===== src/rtl/stream_demux.sv =====
// Header-routed demux: strips one header word, forwards len payload words to out[dest] (optional DEMUX_PKT_COUNT_EN).
// Latency: payload accept -> out_valid on the next cycle, sustained 1 word/cycle.
// Backpressure: held word stays stable until out_ready[dest]; input stalls only while forwarding into a full stage.
module stream_demux #(
    parameter int NUM_OUTPUTS   = 8,
    parameter int WIDTH_OUTPUTS = 32,
    parameter int LEN_BITS      = 8
) (
    input  logic                                      clk,
    input  logic                                      rst,
    input  logic [WIDTH_OUTPUTS-1:0]                  in_data,
    input  logic                                      in_valid,
    output logic                                      in_ready,
    output logic [NUM_OUTPUTS-1:0][WIDTH_OUTPUTS-1:0] out_data,
    output logic [NUM_OUTPUTS-1:0]                    out_valid,
    input  logic [NUM_OUTPUTS-1:0]                    out_ready,
`ifdef DEMUX_PKT_COUNT_EN
    output logic [NUM_OUTPUTS-1:0][15:0]              pkt_count,
`endif
    output logic                                      busy
);
    localparam int SEL_W = $clog2(NUM_OUTPUTS);

    typedef enum logic [1:0] {IDLE, FORWARD, DROP} state_t;

    state_t              state;
    logic [SEL_W-1:0]    pkt_dest;
    logic [SEL_W-1:0]    dest_q;
    logic [LEN_BITS-1:0] remaining;
    logic [WIDTH_OUTPUTS-1:0] data_q;
    logic                valid_q;

    logic [SEL_W-1:0]    hdr_dest;
    logic [LEN_BITS-1:0] hdr_len;
    logic                hdr_ok;
    logic                sel_rdy;
    logic                accept;

    assign hdr_dest = in_data[SEL_W-1:0];
    assign hdr_len  = in_data[SEL_W+LEN_BITS-1:SEL_W];
    assign hdr_ok   = int'(hdr_dest) < NUM_OUTPUTS;
    assign accept   = in_valid && in_ready;
    assign busy     = (state != IDLE) || valid_q;

    // Ready of the sink that owns the held word (dest_q, not the FSM's current header dest).
    always_comb begin
        sel_rdy = 1'b0;
        for (int i = 0; i < NUM_OUTPUTS; i++) begin
            if (dest_q == SEL_W'(i)) sel_rdy = out_ready[i];
        end
    end

    always_comb begin
        for (int i = 0; i < NUM_OUTPUTS; i++) begin
            out_data[i]  = data_q;
            out_valid[i] = valid_q && (dest_q == SEL_W'(i));
        end
    end

    always_comb begin
        in_ready = 1'b1;
        if (state == FORWARD) in_ready = !valid_q || sel_rdy;
        if (rst)              in_ready = 1'b0;
    end

    always_ff @(posedge clk) begin
        if (rst) begin
            state     <= IDLE;
            pkt_dest  <= '0;
            dest_q    <= '0;
            remaining <= '0;
            data_q    <= '0;
            valid_q   <= 1'b0;
        end else begin
            if (valid_q && sel_rdy) valid_q <= 1'b0;
            case (state)
                IDLE: begin
                    if (accept && hdr_len != '0) begin
                        remaining <= hdr_len;
                        pkt_dest  <= hdr_dest;
                        state     <= hdr_ok ? FORWARD : DROP;
                    end
                end
                FORWARD: begin
                    if (accept) begin
                        data_q    <= in_data;
                        valid_q   <= 1'b1;
                        dest_q    <= pkt_dest;
                        remaining <= remaining - 1'b1;
                        if (remaining == LEN_BITS'(1)) state <= IDLE;
                    end
                end
                DROP: begin
                    if (accept) begin
                        remaining <= remaining - 1'b1;
                        if (remaining == LEN_BITS'(1)) state <= IDLE;
                    end
                end
                default: state <= IDLE;
            endcase
        end
    end

`ifdef DEMUX_PKT_COUNT_EN
    // Headers with a routable dest count, including zero-length ones.
    always_ff @(posedge clk) begin
        if (rst) begin
            pkt_count <= '0;
        end else if (state == IDLE && accept && hdr_ok) begin
            pkt_count[hdr_dest] <= pkt_count[hdr_dest] + 16'd1;
        end
    end
`endif

endmodule


===== config.mk =====
export PLATFORM = sky130hd
export DESIGN_NAME = stream_demux
export DESIGN_NICKNAME = d
export VERILOG_FILES = /design/src/rtl/stream_demux.sv
export SDC_FILE = /design/constraint.sdc
export NUM_CORES = 1
export LEC_CHECK = 0
export ABC_AREA = 1
export CORE_AREA = 3 3 117 119
export CTS_CLUSTER_DIAMETER = 80
export DETAILED_ROUTE_END_ITERATION = 12
export DIE_AREA = 0 0 120 122
export HOLD_SLACK_MARGIN = 0.08
export PLACE_DENSITY = 0.75
export SKIP_LAST_GASP = 1
export SYNTH_ARGS = -nofsm -noshare
export SYNTH_HDL_FRONTEND = slang
export SYNTH_SLANG_ARGS = --single-unit

===== constraint.sdc =====
create_clock -name clk -period 3.5 [get_ports clk]
set_input_delay 1.05 -clock clk [delete_from_list [all_inputs] [get_ports clk]]
set_output_delay 1.05 -clock clk [all_outputs]
set_load 0.01 [all_outputs]

==> results.md <==
- Run status: complete, no violations
- Starting Density: 31.2%
- Final Max Tran Viols: 0
- Syn nets: 584
- Critical path, cell by cell: clkdlybuf4s50_1 > nand4_1 > nand2_1 > nor2_1 > nand4_1 > nand2_2 > nand3_4 > nand2_2 > inv_1 > clkbuf_2
- Avg Inst Size Synth: 7.33 µm²
- Post-DR wirelength/cell: 13.7 µm
- Footprint of the multi-input gates: 987 µm²
- Yosys top cell area share: 42.8%
- Register area share after synthesis: 24.3%
- Met1 GRT Util: 15.5%
- Total vias in the final route: 3217
- #FFs+latches synth: 48
- Seq pwr share: 37.9%
- Critical Path Fanout Max: 2
- Largest net degree at the start of global routing: 52
- Setup ws final: 0.173 ns
- Slowest CP cell: clkdlybuf4s50_1
- Worst slew pin tran: 0.716 ns
- Unique masters post-synth: 27
- Die area: 14600 µm²
- CTS tree: yes
- Clock power share: 35.5%
- Crit share post-route: 95.1%
- Port Buffer Count: 308
- Logic pwr share: 26.6%
- GRT met2 Usage: 24.5%
- Critical path type: primary input to primary output
- Drt pass-1 iters: 4
- RSZ-0062 raised after global routing: no
- WL final: 10800 µm
- Critical Path Sink Type: primary output
- Residual DRC: 0
- Clock insertion delay at the later pin of the skew report: 0.28 ns
- Minimum clock period: 3.33 ns
- GR Util met3: 3.16%
- Core region area: 12700 µm²
- Largest cells by area after synthesis: buf_4, dfxtp_1, o21ai_0, inv_1, a21oi_1
- Cell accounting for the most synthesized area: buf_4
- FP Rows: 41
- Lkg Pwr: 2.07 nW
- Worst hold path type: register to register
- Global route overflow: 0
- Required time of the critical path: 2.45 ns
- Dpl hpwl: 8560 µm
- Fillers: 1275
- Final hold vios: 0
- Net switching power: 0.439 mW
- Post-Syn Instances: 539
- Crit start category: primary input
- Share of cells above drive strength 1: 4.05%
- Clock Path Buffers: 2
- Htree depth: 2
- Die width: 120 µm
- DP Worst Slack: -0.205 ns
- Area delta synth->final: 43.9%
- Final setup fails: 0
- FF/Latch Area: 961 µm²
- # Max-Cap Violations: 0
- Vias in the first global route: 2914
- Post-layout net count: 661
- Clock transition at path regs: 0.07 ns
- P_int: 1.18 mW
- Drt initial violations: 118
- Fmax: 301 MHz
- Peak VDD IR: 0.215 mV
- Routability congestion estimate: 0.793
- Worst rel slew slack: 52.2%
- CTS root buffer: clkbuf_16
- Post-route ant nets: 0
- Routed vias/inst: 4.08
- First-pass GRT wire length: 15900 µm
- CTS hold repair buffers: 0
- Cell family with most CP delay: simple AND/OR/NAND/NOR gates
- Diode count: 0
- Initial antenna violation count: 0
- Power Density: 284 nW/µm²
- Fin util: 44.8%
- CP bufs+invs: 3
- WP data arrival: 2.28 ns
- Num CTS Buffers: 5
- Post-Syn Area: 3950 µm²
- Synth warn: 0
- Num ports: 309
- Clk_skew: 0.00812 ns
- Sw Share: 27.2%
- Die Y: 122 µm
- Critical Path Max Stage Delay: 0.40 ns
- CTS sink count: 48
- Gr busiest metal: met2
- GR Util All Layers: 13.1%
synth_stat cells, drive strengths merged:
library cell / instances
buf: 235
inv: 54
dfxtp: 48
o21ai: 42
nor2: 39
a21oi: 37
nand2: 35
nand3: 16
clkbuf: 8
nand4: 8
nor4: 5
xor2: 4
a41oi: 2
ha: 2
clkinv: 1
nor3: 1
o2111ai: 1
o21a: 1
sequential cells by signal (all words and copies together) (netlist names):
signal / cells
state: 1
dest_q: 3
pkt_dest: 3
valid_q: 1
remaining: 8
data_q: 32
power groups by stage:
stage	sequential (mW)	clock (mW)	combinational [mW]
2_1_floorplan	0.618	0	0.279
3_3_place_gp	0.625	0	0.428
3_5_place_dp	0.626	0	0.432
4_1_cts	0.613	0.598	0.433
5_1_grt	0.619	0.618	0.463
6_report	0.612	0.574	0.430
placed cells by master (no fill, tap or decap):
cell	n
nor2_2	1
nor4_1	5
ha_1	2
dfxtp_1	48
o2111ai_1	1
nand4_1	6
buf_4	4
o21ai_0	42
nand4_4	1
a21oi_1	37
a41oi_1	2
xor2_1	4
clkbuf_2	1
clkinv_4	1
clkinv_1	1
nand3_4	1
nor3_1	1
buf_12	1
nand2_1	32
inv_4	2
clkdlybuf4s50_1	307
nand4_2	1
clkbuf_16	5
nand3_2	2
nand2_2	3
nand3_1	13
bufinv_16	1
nor2_1	38
inv_1	52
o21a_1	1
clkbuf_8	1
repair_timing:
action / CTS / global route
pin swaps: 0 / 3
endpoints found under the setup margin: 1 / 1
resized for setup: 1 / 5
buffers inserted: 0 / 0
kinds of logic (layout without fill, tap and decap cells):
logic type | count (synthesis) | after routing | share of synthesized area (%)
simple gates | 104 | 104 | 12.3
fa+ha+maj | 2 | 2 | 0.634
compound gates | 83 | 83 | 10.9
buf+inv | 298 | 376 | 51.0
xor+xnor | 4 | 4 | 0.887
flops | 48 | 48 | 24.3
per-layer routing:
metal	part of all wire [%]	vias to the layer above
met2	53	129
met1	40	1462
met4	0.74	0
met3	6.5	6
li1	-	1620
met5	0	-
worst reg2reg max path: stages, from the launching register on:
cell,delay (ns)
dfxtp_1,0.57
inv_1,0.18
nand4_1,0.10
nand2_1,0.05
nor2_1,0.11
nand4_1,0.13
nand2_2,0.13
nand2_2,0.09
nand4_4,0.21
buf_4,0.32
o21ai_0,0.14
a21oi_1,0.14
layout make-up:
class | count | area share (%)
Multi-Input combinational cell | 193 | 17.4
Clock buffer | 6 | 2.44
Clock inverter | 2 | 0.683
Tap cell | 172 | 3.79
Sequential cell | 48 | 16.9
Timing Repair Buffer | 313 | 55.1
Inverter | 55 | 3.72
stage by stage:
stage	area [µm²]	TNS, ns	power (mW)	instances	hold WS (ns)
floorplan	3950	0	0.897	539	0.486
global route	5680	0	1.70	789	0.549
global placement	5500	-0.204	1.05	781	0.499
CTS	5670	0	1.64	789	0.512
detailed placement	5500	-0.205	1.06	781	0.498
finish	5680	0	1.62	789	0.513
final timing paths:
| path | from | to | slack, ns | depth (start not counted) |
|---|---|---|---|---|
| worst max-delay path | out_ready[1] | in_ready | 0.17 | 10 |
| worst min-delay path | pkt_dest[2] | pkt_dest[2] | 0.51 | 4 |
| worst max register to register | dest_q[1] | data_q[20] | 1.25 | 11 |
| worst min register to register | pkt_dest[2] | pkt_dest[2] | 0.51 | 4 |
Note: power is estimated with default switching activity, not from simulation.
